==> src/rtl/multi_enable_gen.sv <==
// Multi-channel programmable clock-enable generator: per-channel divide, periodic or
// one-shot mode, immediate or wrap-deferred reconfiguration, and global phase sync.
module multi_enable_gen #(
    parameter int NUM_CH      = 4,
    parameter int DIV_BITS    = 24,
    parameter int DEFAULT_DIV = 100000,
    parameter bit RESET_RUN   = 1'b1,
    localparam int CH_W       = (NUM_CH > 1) ? $clog2(NUM_CH) : 1
) (
    input  logic                clk,
    input  logic                rst_n,
    input  logic                cfg_valid,
    output logic                cfg_ready,
    input  logic [CH_W-1:0]     cfg_ch,
    input  logic [DIV_BITS-1:0] cfg_div,
    input  logic                cfg_oneshot,
    input  logic                cfg_run,
    input  logic                cfg_defer,
    input  logic                sync,
    output logic [NUM_CH-1:0]   out_en,
    output logic [NUM_CH-1:0]   ch_active
);

    initial begin
        if (NUM_CH < 1 || DEFAULT_DIV < 2 ||
            (DIV_BITS < 31 && DEFAULT_DIV >= (1 << DIV_BITS)))
            $finish;
    end

    logic [NUM_CH-1:0][DIV_BITS-1:0] cnt_q, cnt_d;
    logic [NUM_CH-1:0][DIV_BITS-1:0] div_q, div_d;
    logic [NUM_CH-1:0][DIV_BITS-1:0] sh_div_q, sh_div_d;
    logic [NUM_CH-1:0] oneshot_q, oneshot_d, run_q, run_d;
    logic [NUM_CH-1:0] sh_oneshot_q, sh_oneshot_d, sh_run_q, sh_run_d;
    logic [NUM_CH-1:0] pending_q, pending_d, out_en_q, out_en_d;
    logic [NUM_CH-1:0] acc, wrap;
    logic [DIV_BITS-1:0] cfg_div_eff;

    // Divides below 2 are stored already clamped so the wrap compare stays simple.
    assign cfg_div_eff = (cfg_div < DIV_BITS'(2)) ? DIV_BITS'(2) : cfg_div;

    // NOTE: every comb output gets a default before any branch, so no latch is inferred.
    always_comb begin
        cfg_ready = 1'b1;
        for (int i = 0; i < NUM_CH; i++)
            if (cfg_ch == CH_W'(i)) cfg_ready = ~pending_q[i];
    end

    always_comb begin
        acc  = '0;
        wrap = '0;
        for (int i = 0; i < NUM_CH; i++) begin
            acc[i]  = cfg_valid && cfg_ready && (cfg_ch == CH_W'(i));
            wrap[i] = run_q[i] && (cnt_q[i] == div_q[i] - DIV_BITS'(1));
        end
    end

    always_comb begin
        cnt_d        = cnt_q;
        div_d        = div_q;
        oneshot_d    = oneshot_q;
        run_d        = run_q;
        sh_div_d     = sh_div_q;
        sh_oneshot_d = sh_oneshot_q;
        sh_run_d     = sh_run_q;
        pending_d    = pending_q;
        out_en_d     = '0;
        for (int i = 0; i < NUM_CH; i++) begin
            if (acc[i] && !(cfg_defer && run_q[i])) begin
                div_d[i]     = cfg_div_eff;
                oneshot_d[i] = cfg_oneshot;
                run_d[i]     = cfg_run;
                cnt_d[i]     = '0;
            end else begin
                if (acc[i]) begin
                    sh_div_d[i]     = cfg_div_eff;
                    sh_oneshot_d[i] = cfg_oneshot;
                    sh_run_d[i]     = cfg_run;
                    pending_d[i]    = 1'b1;
                end
                if (!run_q[i] || sync) begin
                    cnt_d[i] = '0;
                end else if (wrap[i]) begin
                    cnt_d[i]    = '0;
                    out_en_d[i] = 1'b1;
                    // A deferred write landing on a wrap edge applies there, so pending never strands.
                    if (pending_q[i] || acc[i]) begin
                        div_d[i]     = acc[i] ? cfg_div_eff : sh_div_q[i];
                        oneshot_d[i] = acc[i] ? cfg_oneshot : sh_oneshot_q[i];
                        run_d[i]     = acc[i] ? cfg_run     : sh_run_q[i];
                        pending_d[i] = 1'b0;
                    end else if (oneshot_q[i]) begin
                        run_d[i] = 1'b0;
                    end
                end else begin
                    cnt_d[i] = cnt_q[i] + DIV_BITS'(1);
                end
            end
        end
    end

    // NOTE: state registers use non-blocking assignments so all flops update together.
    always_ff @(posedge clk or negedge rst_n) begin
        if (!rst_n) begin
            for (int i = 0; i < NUM_CH; i++) begin
                cnt_q[i]    <= '0;
                div_q[i]    <= DIV_BITS'(DEFAULT_DIV);
                sh_div_q[i] <= DIV_BITS'(DEFAULT_DIV);
            end
            oneshot_q    <= '0;
            run_q        <= {NUM_CH{RESET_RUN}};
            sh_oneshot_q <= '0;
            sh_run_q     <= '0;
            pending_q    <= '0;
            out_en_q     <= '0;
        end else begin
            cnt_q        <= cnt_d;
            div_q        <= div_d;
            sh_div_q     <= sh_div_d;
            oneshot_q    <= oneshot_d;
            run_q        <= run_d;
            sh_oneshot_q <= sh_oneshot_d;
            sh_run_q     <= sh_run_d;
            pending_q    <= pending_d;
            out_en_q     <= out_en_d;
        end
    end

    assign out_en    = out_en_q;
    assign ch_active = run_q;

endmodule

==> config.mk <==
export PLATFORM = sky130hd
export DESIGN_NAME = multi_enable_gen
export DESIGN_NICKNAME = d
export VERILOG_FILES = /design/src/rtl/multi_enable_gen.sv
export SDC_FILE = /design/constraint.sdc
export NUM_CORES = 1
export LEC_CHECK = 0
export BUFFER_PORTS_ARGS = -buffer_cell sky130_fd_sc_hd__buf_2
export CORE_MARGIN = 3
export CORE_UTILIZATION = 30
export DETAILED_ROUTE_END_ITERATION = 16
export SLEW_MARGIN = 20
export SYNTH_ARGS = -nofsm -noshare
export SYNTH_HDL_FRONTEND = slang
export SYNTH_SLANG_ARGS = --single-unit
export TNS_END_PERCENT = 5
==> constraint.sdc <==
create_clock -name clk -period 6.3 [get_ports clk]
set_clock_uncertainty 0.1 [all_clocks]
set_input_delay 0.315 -clock clk [delete_from_list [all_inputs] [get_ports clk]]
set_output_delay 0.315 -clock clk [all_outputs]
set_load 0.02 [all_outputs]
# Yosys cells after proc, flatten, opt, wreduce, memory -nomap -nowiden
# Cells that the tools add are included.
[word_totals] register_bits=312 elab_cells=220
[classes] order_cmp=1 n_eq_ne=11 n_bitwise=4 n_reduce_logical=54 add_sub_neg=8 mux=109
[op_table] cell="24-bit 2-to-1 mux" n=33
[op_table] cell="24-bit by 1-bit adder with 24-bit output (second input constant)" n=4
[op_table] cell="24-bit == test" n=4
[op_table] cell="24-bit by 1-bit subtractor with 24-bit output (second input constant)" n=4
[op_table] cell="1-bit 2-to-1 mux" n=76
[op_table] cell="24-bit by 2-bit less-than comparator with 1-bit output (second input constant)" n=1
[op_table] cell="3-bit AND reduction" n=8
[op_table] cell="1-bit logical AND" n=17
[op_table] cell="2-bit nonzero test" n=8
[op_table] cell="3-bit nonzero test" n=4
[op_table] cell="1-bit zero test" n=8
[op_table] cell="1-bit logical OR" n=8
[op_table] cell="2-bit != test (second input constant)" n=4
[op_table] cell="2-bit == test (second input constant)" n=2
[op_table] cell="1-bit inverter" n=4
[op_table] cell="2-bit by 1-bit == test with 1-bit output (second input constant)" n=1
[op_table] cell="2-bit zero test" n=1

# Logic depth before layout (Yosys ltp)
# Gate-level depths: netlist of run 1.
[logic_depth] ltp_word=12 ltp_mapped=12 ltp_nobuf=10

# Worst setup path after synthesis of run 1
# Ideal clock, no wire load.
[synth_timing] path_type="register to register" start="reg div_q[24] (netlist name)" end="reg div_q[35] (netlist name)" arrival_time_ns=3.233 stages_incl_launch_ff=13 slack_ns=2.842 period_less_slack_ns=3.458 cell_sequence="dfrtp_1 inv_1 ha_1 nor3b_1 nand3_1 nor4_2 mux2_2 o21ai_0 a22oi_1 o41a_1 buf_6 buf_8 mux2_4"
[synth_via] elab_chain_len=5
[synth_rtl] element="start: declaration" line_no="31" rtl="logic [NUM_CH-1:0][DIV_BITS-1:0] div_q, div_d;"
[synth_rtl] element="start signal: indexed assignment" line_no="107" rtl="div_q[i] <= DIV_BITS'(DEFAULT_DIV);"
[synth_rtl] element="start signal: assignment" line_no="118" rtl="div_q <= div_d;"
[synth_rtl] element="24-bit by 1-bit subtractor with 24-bit output" line_no="54" rtl="wrap[i] = run_q[i] && (cnt_q[i] == div_q[i] - DIV_BITS'(1));"
[synth_rtl] element="24-bit == test" line_no="54"
[synth_rtl] element="1-bit logical AND" line_no="54"
[synth_rtl] element="2-bit nonzero test (no source line)"
[synth_rtl] element="3-bit AND reduction (no source line)"
# Every way passes these cells.
# A chain may end at the register's enable or synchronous reset.

# Worst setup path after layout of run 1
[layout_timing] start="reg div_q[0] (netlist name)" end="reg div_q[3] (netlist name)"
# The elaborated chain is that of the path after synthesis.

==> results of run 1 <==
==> worst reg2reg max path: stages, from the launching register on <==
cell       delay (ns)
dfrtp_1          0.40
inv_1            0.09
ha_1             0.22
nor3b_1          0.36
nand3_1          0.16
nor4b_1          0.41
o211ai_1         0.15
a2111oi_1        0.58
nand4_1          0.35
a21oi_2          0.62
buf_4            0.34
mux2_2           0.36
==> kinds of logic (layout without fill, tap and decap cells) <==
family	count (synthesis)	after routing	share of synthesized area
XOR/XNOR	189	189	0.0924
AO/OA/AOI/OAI	144	144	0.0563
buffers and inverters	139	159	0.0351
flip-flops	312	312	0.436
AND/OR/NAND/NOR	1094	1094	0.283
multiplexers	138	138	0.0911
adder cells (fa/ha/maj)	8	8	0.00554
other	0	1	0
==> timing repair <==
item,in CTS,in global routing
hold buffers,6,0
buffers inserted,0,0
resized for setup,0,0
endpoints found under the hold margin,82,0
==> sequential cells by signal, indices dropped and copies added (netlist names) <==
name          count
div_q            96
sh_run_q          4
oneshot_q         4
sh_oneshot_q      4
sh_div_q         96
out_en            4
ch_active         4
pending_q         4
cnt_q            96
==> power by group <==
group	internal (W)	leakage [nW]	total, W	switching [W]
combinational	0.00123	4.44	0.00263	0.00140
sequential	0.00266	3.95	0.00330	0.000643
clock	0.00137	0.608	0.00222	0.000846
==> final cells by class <==
cell class                      count  area, sq um
Tap cell                          773          967
Timing Repair Buffer               68          465
Clock inverter                     20          287
Antenna cell                        1         2.50
Clock buffer                       43          958
Inverter                           28          105
Sequential cell                   312         7870
Fill cell                        6009        39000
Multi-Input combinational cell   1573         9570
==> per-layer routing <==
layer	track usage	vias to the layer above
met4	0.0431	4
met1	0.188	6919
met5	0	-
met2	0.235	300
met3	0.0237	82
li1	-	6879
==> final timing paths <==
check                                to  slack [ns]  cells past startpoint
min                        sh_div_q[53]        0.02                      3
min in group asynchronous     cnt_q[27]        0.25                      2
max reg2reg                    div_q[3]        2.06                     11
max in group asynchronous     cnt_q[15]        4.48                      4
min reg2reg                sh_div_q[31]        0.36                      2
max                            div_q[3]        2.06                     11
==> metrics by stage <==
stage / hold WS (ns) / cell area [sq um] / cells / utilization
2_1_floorplan: -0.0806 / 18100 / 2024 / -
3_3_place_gp: 0.228 / 18900 / 2747 / 0.319
3_5_place_dp: 0.232 / 18900 / 2747 / 0.319
4_1_cts: 0.00247 / 20200 / 2816 / 0.341
5_1_grt: 0.0164 / 20200 / 2817 / 0.341
6_report: 0.0188 / 20200 / 2818 / 0.342
==> cells in the final DEF, fill, tap and decap left out, drive strengths merged, types with 9 or more instances in the layout <==
| cell type | netlist | layout |
|---|---|---|
| nand2 | 558 | 558 |
| dfrtp | 260 | 260 |
| nor2 | 173 | 173 |
| mux2 | 115 | 115 |
| xnor2 | 95 | 95 |
| xor2 | 93 | 93 |
| nand3 | 68 | 68 |
| nor3 | 66 | 66 |
| buf | 20 | 62 |
| dfstp | 52 | 52 |
| nand4 | 43 | 43 |
| clkbuf | 89 | 43 |
| nor4 | 40 | 40 |
| o21ai | 37 | 37 |
| inv | 28 | 28 |
| a21oi | 27 | 27 |
| and3 | 23 | 23 |
| mux2i | 23 | 23 |
| or3 | 18 | 18 |
| or4 | 17 | 17 |
| nor2b | 14 | 14 |
| nand2b | 11 | 11 |
| o211ai | 10 | 10 |
| clkinv | 0 | 10 |
| nand3b | 9 | 9 |
| and4 | 9 | 9 |
==> summary.md, run 1 <==
| Metric | Value |
|---|---|
| Port buffer count | 41 |
| Arrival time of the worst setup path | 4.55 ns |
| Maximum number of pins on one net before global-route repair | around 180 |
| Total leakage power | 9.00 nW |
| Netlist Area Pre-Place | about 0.018 sq mm |
| Startpoint of the tightest hold check path | cfg_div[5] |
| Critical path's largest stage delay | 0.62 ns |
| VDD IR max | ~0.18 mV |
| Startpoint of the most critical register-to-register path | div_q[0] |
| Number of nets in the final layout | 2059 |
| Overall die width | 251 microns |
| Global-route total usage across every layer | 0.141 |
| Post-Route Setup TNS | 0 ns |
| Wl on met1 | 20.7 mm |
| Kind of cell with the highest combined delay on the critical path | compound AO/OA/AOI/OAI gates |
| Yosys synthesis warning count | 0 |
| Nature of the critical path startpoint | register |
| Total routed wirelength | 45.1 mm |
| Clock tree from TritonCTS | done |
| Transition time at the pin with the least slew margin | between 1 and 1.5 ns |
| Number of global-route vias before repair | 13578 |
| Vias per inst | 5.03 |
| Ranking of synthesized cells by instance count | 558 x nand2_1, 260 x dfrtp_1, 173 x nor2_1 |
| Power density normalized to cell area | 403 mW/mm^2 |
| Die span in y | approximately 250 microns |
| Period utilisation layout | 0.673 |
| Final count of pins violating max slew | 0 |
| Main flop type after synthesis | dfrtp_1 |
| Initial Util | 0.305 |
| Detailed route wirelength on metal3 | 2.02 mm |
| Maximum level of the CTS H-tree | 2 |
| Clock tree sinks | between 300 and 400 |
| Pre-CTS worst setup slack | 1.73 ns |
| Crit path cell chain | inv_1 > ha_1 > nor3b_1 > nand3_1 > nor4b_1 > o211ai_1 > a2111oi_1 > nand4_1 > a21oi_2 > buf_4 > mux2_2 |
| Cts bufs inserted | 35 |
| Worst setup path startpoint | div_q[0] |
| Total gr overflow | 0 |
| Proportion of netlist area held by the largest area contributor | 0.360 |
| Num ports | 42 |
| Top Metal Used | met5 |
| Area Growth Syn to Fin | 12.0% |
| Critical path's slowest cell | a21oi_2 |
| Highest net fanout along the worst path | 14 |
| Tmin final | 4.24 ns |
| Fmax | 236 MHz |
| Combined buffer and inverter count along the critical path | 2 |
| Overall via count from detail_route | 14184 |
| Worst Setup End Kind | register |
| Number of synthesized register bits | 312 |
| Initial DRC Count | roughly 1200 |
| Synth area leaders | dfrtp_1 36%, nand2_1 12%, dfstp_2 7.6%, xnor2_1 4.6%, xor2_1 4.5% |
| Sequential share of the synthesized area | 0.436 |
| Net count after synthesis | about 2100 |
| # DRC | 0 |
| Unrepaired setup endpoints after global routing | no |
| Routed len/inst | 16.0 microns |
| Met2 routed WL | 21.1 mm |
| Post-synthesis cell type count | slightly above 100 |
| Instance count of the mapped netlist | just over 2000 |
| Initial antenna violation count | 3 |
| CTS max path bufs | 3 |
| Number of synthesized flops with an enable pin | 0 |
| Post-synthesis cell type with the largest combined area | dfrtp_1 |
| Root buffer cell | clkbuf_16 |
| Die area | approximately 0.063 sq mm |
| Path type of the worst setup path | reg -> reg |
| Outcome | complete, no violations |
| Post-synthesis async set-or-reset flop share | 1.00 |
| Max-Slew Margin vs Limit | 0.282 |
| Hpwl dp | between 30 and 40 mm |
| Final hold vios | 0 |
| Global placement routability congestion | a little under 0.9 |
| Layout cell share with drive strength beyond 1 | 0.158 |
| Drt first pass iters | 5 |
| Global-route wire length before repair | 73.3 mm |
| Most instantiated library cell after synthesis | nand2_1 |
| Synth Area per Inst | 8.92 sq um |
| Number of rows in the core area | 89 |
| Required time reported for the critical path endpoint | 6.61 ns |
| Max-cap violations | 0 |
| Total power | ~0.0081 W |
| Insertion delay to the later sink of the worst-skew pair | 0.53 ns |
| Core outline area | slightly below 0.06 sq mm |
| Crit path setup slack, layout | 2.06 ns |
| Final count of negative-setup-slack endpoints | 0 |
| Type of the most critical hold path | in -> reg |
| CTS clock-pin slew for the worst setup and hold paths | 0.06 ns |
| Residual antenna-violating net count after detailed routing | 0 |
Power figures use the tool's default switching activity.
==> run 2: changes to the inputs <==
==> constraint.sdc (replaced) <==
create_clock -name clk -period 4 [get_ports clk]
set_clock_uncertainty 0.1 [all_clocks]
set_input_delay 0.2 -clock clk [delete_from_list [all_inputs] [get_ports clk]]
set_output_delay 0.2 -clock clk [all_outputs]
set_load 0.02 [all_outputs]
==> run 2 against run 1 <==
  * Core utilization grew 0.31 points
  * Design area up 0.92%
  * Clock power grew 40%
  * Worst hold slack improved by 0.067 ns
  * Power is 55% higher
  * Final cell count increased by 1.3%
  * Flip-flop and latch count stayed put
  * Worst setup slack got worse by 1.8 ns
  * Global-route usage up 0.31 points
  * Wire length rose by 1.5%
  * Non-clock buffer count up 35
  * Sequential power up 59%
==> summary.md, run 2 (synthesis gave the netlist of run 1 again) <==
| Metric | Value |
|---|---|
| Clock tree sinks | 312 (unchanged) |
| Hold WS | 0.0860 ns (+0.0673 ns) |
| Final count of negative-setup-slack endpoints | 0 (unchanged) |
| Max-Slew Margin vs Limit | 0.294 (+0.0123) |
| Number of buffers inserted by post-CTS setup repair | 0 (unchanged) |
| Biggest registers after layout | cnt_q (96), div_q (96), sh_div_q (96) |
| Insertion delay to the later sink of the worst-skew pair | 0.52 ns (about the same) |
| Total gr overflow | 0 (unchanged) |
| Port buffer count | 41 (unchanged) |
| VDD IR max | 0.245 mV (+34%) |
| Transition time at the pin with the least slew margin | 1.06 ns (-0.0184 ns) |
| Most heavily used metal layer in global routing | met2 |
| Type of the most critical hold path | in -> reg |
| Met1 usage in global routing | 0.185 (-0.00290) |
| CTS clock-pin slew for the worst setup and hold paths | 0.06 ns (about the same) |
| Period utilisation layout | 0.933 (+0.260) |
| Root buffer cell | clkbuf_16 |
| Int Power | 0.00802 W (+52%) |
| Final count of pins violating max slew | 0 (unchanged) |
| Overall die width | 251 microns (unchanged) |
| Total routed wirelength | 45.8 mm (+1.5%) |
| Initial Util | 0.305 (unchanged) |
| Fraction of power spent switching nets | 0.364 (+0.00899) |
| Core outline area | 0.0592 sq mm (unchanged) |
| Highest net fanout along the worst path | 14 (unchanged) |
| Vias per inst | 4.99 (-0.94%) |
| CTS max path bufs | 3 (unchanged) |
| Met3 capacity usage during global routing | 0.0264 (+0.00269) |
| Power density normalized to cell area | 617 mW/mm^2 (+53%) |
| Routed len/inst | 16.0 microns (+0.19%) |
| Post-Route Setup TNS | 0 ns (unchanged) |
| Depth of the worst register-to-register path | 11 (unchanged) |
| Die area | 0.0632 sq mm (unchanged) |
| Nature of the critical path startpoint | register |
| Post-route cell area | 0.0204 sq mm (+0.92%) |
| Overall via count from detail_route | 14230 (+0.32%) |
| # DRC | 0 (unchanged) |
| Net switching power | 0.00458 W (+59%) |
| Num ports | 42 (unchanged) |
| Hold Path Depth | 3 (unchanged) |
| Clock tree from TritonCTS | done |
| Global-route total usage across every layer | 0.144 (+0.00308) |
| Number of nets in the final layout | 2094 (+1.7%) |
| Global placement routability congestion | 0.847 (-2.7%) |
| Clock group share of total power | 0.246 (-0.026) |
| Final Instance Count excl. Fillers | 2854 (+1.3%) |
| Residual antenna-violating net count after detailed routing | 0 (unchanged) |
| Number of global-route vias before repair | 14156 (+4.3%) |
| Tmin final | 3.73 ns (-0.510 ns) |
| Cts bufs inserted | 35 (unchanged) |
| Logic pwr share | 0.338 (+0.016) |
| Arrival time of the worst setup path | 4.03 ns (-0.52 ns) |
| Die span in y | 251 microns (unchanged) |
| Outcome | complete, no violations |
| Hpwl dp | 32.0 mm (+2.8%) |
| Initial antenna violation count | 5 (+2) |
| Part of the power in registers | 0.416 (+0.011) |
| Maximum level of the CTS H-tree | 2 (unchanged) |
| Path type of the worst setup path | reg -> reg |
| Post-DP Area | 0.0191 sq mm (+0.87%) |
| Fmax | 268 MHz (+14%) |
| Global-route wire length before repair | 75.1 mm (+2.5%) |
| Unrepaired setup endpoints after global routing | no |
| Cell count after placement | 2764 (+0.62%) |
| Global routing usage on met2 | 0.240 (+0.00442) |
| Worst Setup End Kind | register |
| Number of rows in the core area | 89 (unchanged) |
| Maximum number of pins on one net before global-route repair | 119 (-35%) |
| Highest-count cells in the layout ignoring fill and taps | 558 x nand2_1, 260 x dfrtp_1, 172 x nor2_1 |
| Layout cell share with drive strength beyond 1 | 0.159 (+0.00120) |
| Drt first pass iters | 5 (unchanged) |
| Max-cap violations | 0 (unchanged) |
| Most common cell after layout, fill and taps aside | nand2_1 |
| Initial DRC Count | 908 (-26%) |
| Total leakage power | 9.10 nW (+1.0%) |
| Area Growth Syn to Fin | 13.1% |
| Required time reported for the critical path endpoint | 4.30 ns (-2.31 ns) |
| Final hold vios | 0 (unchanged) |
## run 2: cell types whose count changed in the layout (fill, tap and decap cells not counted), sizes merged
cell         change
dlygate4sd3     +19
diode            +1
clkinvlp         -2
bufinv           -7
clkinv           -4
buf             +16
clkbuf          +13
## run 2: final cells by class
type	count	area, sq um
Tap cell	773	967
Multi-Input combinational cell	1573	9580
Fill cell	6044	38800
Timing Repair Buffer	103	793
Sequential cell	312	7870
Antenna cell	2	5.00
Inverter	28	105
Clock inverter	7	37.5
Clock buffer	56	1060
## run 2: power groups by stage
stage	combinational [W]	sequential (W)	clock [W]
2_1_floorplan	0.00348	0.00483	0
3_3_place_gp	0.00407	0.00520	0
3_5_place_dp	0.00420	0.00526	0
4_1_cts	0.00425	0.00521	0.00320
5_1_grt	0.00477	0.00540	0.00334
6_report	0.00426	0.00524	0.00310
## run 2: per-stage QoR
step | setup WS [ns] | util | total power, W
2_1_floorplan | 0.542 | - | 0.00832
3_3_place_gp | 0.374 | 0.322 | 0.00927
3_5_place_dp | 0.227 | 0.322 | 0.00946
4_1_cts | 0.201 | 0.344 | 0.0127
5_1_grt | 0.0184 | 0.345 | 0.0135
6_report | 0.270 | 0.345 | 0.0126
## run 2: worst max-delay path, cell delays in order (launching register included)
cell and delay, ns:
dfrtp_1 0.40, inv_1 0.08, ha_1 0.21, nor3b_1 0.37, nand3_1 0.21, nor4b_2 0.37, o211ai_1 0.15, a2111oi_1 0.53
nand4_1 0.34, a21oi_2 0.24, buf_4 0.25, mux2_2 0.36
## run 2: layer usage
layer	part of all wire	up-vias	wire length (microns)
li1	-	6965	-
met4	0.038	4	1730
met5	0.00048	-	22
met1	0.46	6884	20800
met2	0.46	287	21100
met3	0.045	90	2050
## run 2: worst paths after layout
| kind | from | to | slack, ns |
|---|---|---|---|
| min in group asynchronous | rst_n | cnt_q[26] | 0.24 |
| setup / recovery | div_q[0] | div_q[2] | 0.27 |
| setup reg to reg | div_q[0] | div_q[2] | 0.27 |
| hold reg to reg | sh_div_q[40] | sh_div_q[40] | 0.36 |
| hold / removal | cfg_defer | ch_active[1] | 0.09 |
| max in group asynchronous | rst_n | div_q[77] | 2.37 |
## run 2: timing repair
action	4_1_cts	5_1_grt
endpoints found under the setup margin	0	30
hold buffers	25	0
endpoints found under the hold margin	173	0
gates resized for setup	0	2
==> run 3: changes to the inputs <==
--- a/config.mk
+++ b/config.mk
@@ -9,6 +9,7 @@
 export CORE_MARGIN = 3
 export CORE_UTILIZATION = 30
 export DETAILED_ROUTE_END_ITERATION = 16
+export GPL_TIMING_DRIVEN = 0
 export SLEW_MARGIN = 20
 export SYNTH_ARGS = -nofsm -noshare
 export SYNTH_HDL_FRONTEND = slang
==> run 3 against run 2 <==
  * Die area unchanged
  * Global-route usage up 0.41 points
  * Combinational power up 4%
  * Wire length up 3.3%
  * Register-to-register slack worse by 0.02 ns
  * First-iteration DRC count down 4.0%
  * Critical path depth up 1
  * Fmax down 0.51%
  * Critical path type unchanged
  * Critical endpoint is now div_q[20]
  * Highest routed layer unchanged
==> summary.md, run 3 (synthesis gave the netlist of run 1 again) <==
| Metric | Value |
|---|---|
| Outcome | complete, no violations |
| Area used by sequential logic in the layout | 0.00787 sq mm (unchanged) |
| Hpwl dp | 34.7 mm (+8.3%) |
| CTS clock-pin slew for the worst setup and hold paths | 0.06 ns (about the same) |
| CTS max path bufs | 3 (unchanged) |
| Crit path cell chain | inv_1 > ha_1 > nor3b_1 > nand3_1 > nor4b_1 > o211ai_1 > a2111oi_2 > nand4_1 > buf_4 > a21oi_4 > buf_4 > mux2_2 |
| Met1 usage in global routing | 0.188 (+0.00307) |
| Total routed wirelength | 47.3 mm (+3.3%) |
| Routed len/inst | 16.3 microns (+1.9%) |
| Num ports | 42 (unchanged) |
| Nature of the critical path startpoint | register |
| Vias per inst | 5.00 (+0.32%) |
| Layout cell share with drive strength beyond 1 | 0.142 (-0.0167) |
| Core outline area | 0.0592 sq mm (unchanged) |
| Most heavily used metal layer in global routing | met2 |
| Number of global-route vias before repair | 14500 (+2.4%) |
| Power density normalized to cell area | 636 mW/mm^2 (+3.1%) |
| Fillers | 5981 (-1.0%) |
| Max-Slew Margin vs Limit | 0.253 (-0.0412) |
| Hold WS | 0.0253 ns (-0.0608 ns) |
| Initial antenna violation count | 3 (-2) |
| Biggest registers after layout | cnt_q (96), div_q (96), sh_div_q (96) |
| Cts bufs inserted | 37 (+5.7%) |
| Met3 capacity usage during global routing | 0.0249 (-0.00145) |
| Total leakage power | 9.08 nW (-0.16%) |
| Drt first pass iters | 6 (+1) |
| Area used by multi-input combinational logic | 0.00960 sq mm (+0.25%) |
| VDD IR max | 0.275 mV (+12%) |
| Global routing usage on met2 | 0.254 (+0.0144) |
| Fmax | 267 MHz (-0.51%) |
| # DRC | 0 (unchanged) |
| Arrival time of the worst setup path | 4.08 ns (+0.05 ns) |
| Root buffer cell | clkbuf_16 |
| Port buffer count | 15 (-63%) |
| Highest net fanout along the worst path | 10 (-4) |
| Most common cell after layout, fill and taps aside | nand2_1 |
| Global-route wire length before repair | 76.8 mm (+2.3%) |
| Worst Setup End Kind | register |
| Post-DP Area | 0.0192 sq mm (+0.74%) |
| Residual antenna-violating net count after detailed routing | 0 (unchanged) |
| Max-cap violations | 0 (unchanged) |
| Cell repeated most along the worst path | buf_4 |
| Overall via count from detail_route | 14471 (+1.7%) |
| Final count of negative-setup-slack endpoints | 0 (unchanged) |
| Transition time at the pin with the least slew margin | 1.11 ns (+0.0573 ns) |
| Global-route total usage across every layer | 0.148 (+0.00413) |
| Global placement routability congestion | 0.874 (+3.2%) |
| Tmin final | 3.75 ns (+0.0191 ns) |
| Final count of pins violating max slew | 0 (unchanged) |
| Clock tree from TritonCTS | done |
| Maximum level of the CTS H-tree | 2 (unchanged) |
| Die area | 0.0632 sq mm (unchanged) |
| Required time reported for the critical path endpoint | 4.33 ns (+0.03 ns) |
| Path type of the worst setup path | reg -> reg |
| Total gr overflow | 0 (unchanged) |
| Critical path's largest stage delay | 0.48 ns (-0.05 ns) |
| Initial DRC Count | 872 (-4.0%) |
| Post-route cell area | 0.0206 sq mm (+0.99%) |
| Highest-count cells in the layout ignoring fill and taps | 558 x nand2_1, 260 x dfrtp_1, 173 x nor2_1 |
| Critical path's slowest cell | a2111oi_2 |
| Period utilisation layout | 0.937 (+0.00476) |
| Number of rows in the core area | 89 (unchanged) |
| Clock tree sinks | 312 (unchanged) |
| Initial Util | 0.305 (unchanged) |
| Insertion delay to the later sink of the worst-skew pair | 0.54 ns (+0.02 ns) |
| Type of the most critical hold path | in -> reg |
| Area Growth Syn to Fin | 14.2% |
| Maximum number of pins on one net before global-route repair | 98 (-18%) |
| Die span in y | 251 microns (unchanged) |
| Overall die width | 251 microns (unchanged) |
| Final hold vios | 0 (unchanged) |
| Number of nets in the final layout | 2132 (+1.8%) |
-- run 3: cell types whose count changed in the layout (fill, tap and decap cells not counted), sizes merged, moves of 2 or more --
cell and delta:
dlygate4sd3 -21, clkbuf +89, buf -34, bufinv +5, clkinv -3, inv +2
-- run 3: stage by stage --
step           power (W)  TNS, ns  instances  utilization  setup WS (ns)
3_5_place_dp     0.00948    -1.36       2815        0.324        -0.0758
6_report          0.0131        0       2893        0.348          0.251
4_1_cts           0.0131        0       2888        0.347         0.0505
2_1_floorplan    0.00832        0       2024            -          0.542
3_3_place_gp     0.00928  -893.24       2812        0.322          -3.22
5_1_grt           0.0140   -0.160       2892        0.348        -0.0256
-- run 3: cell type report --
cell class | count | area share
timing repair buffer | 28 | 0.0123
tap | 773 | 0.0469
multi-input combinational | 1573 | 0.466
buffer | 111 | 0.0258
clock buffer | 56 | 0.0529
sequential | 312 | 0.382
inverter | 28 | 0.00510
antenna | 1 | 0.000121
clock inverter | 11 | 0.00941
-- run 3: layer usage --
metal	share of wire	routed length (microns)
met2	0.48	22700
met3	0.047	2240
met1	0.44	20800
met5	0.00047	22
met4	0.034	1580
-- run 3: timing repair --
action,in CTS,in global routing
buffers inserted,2,4
endpoints found under the setup margin,58,110
hold endpoints to repair,209,0
pin swaps,1,2
hold buffers,4,0
gates cloned,0,0
gates resized for setup,5,7
-- run 3: worst max-delay path: cells and delay by family (launching register included) --
kind / cells / cell delay [ns]
and+or+nand+nor: 4 / 1.12
AOI/OAI and AO/OA: 3 / 0.92
DFF: 1 / 0.41
muxes: 1 / 0.35
buffers and inverters: 3 / 0.52
adders and majority gates: 1 / 0.22
-- run 3: power breakdown --
group / internal, W / switching (W) / leakage (nW)
sequential: 0.00419 / 0.000910 / 3.95
combinational: 0.00202 / 0.00243 / 4.51
clock: 0.00221 / 0.00136 / 0.623
-- run 3: final timing paths --
kind	endpoint	slack (ns)	from	depth (start not counted)
max	div_q[20]	0.25	div_q[0]	12
min	sh_div_q[15]	0.03	cfg_div[15]	3
max reg2reg	div_q[20]	0.25	div_q[0]	12
min reg2reg	sh_div_q[34]	0.36	sh_div_q[34]	2
max in group asynchronous	div_q[15]	2.54	rst_n	4
min in group asynchronous	cnt_q[32]	0.09	rst_n	2
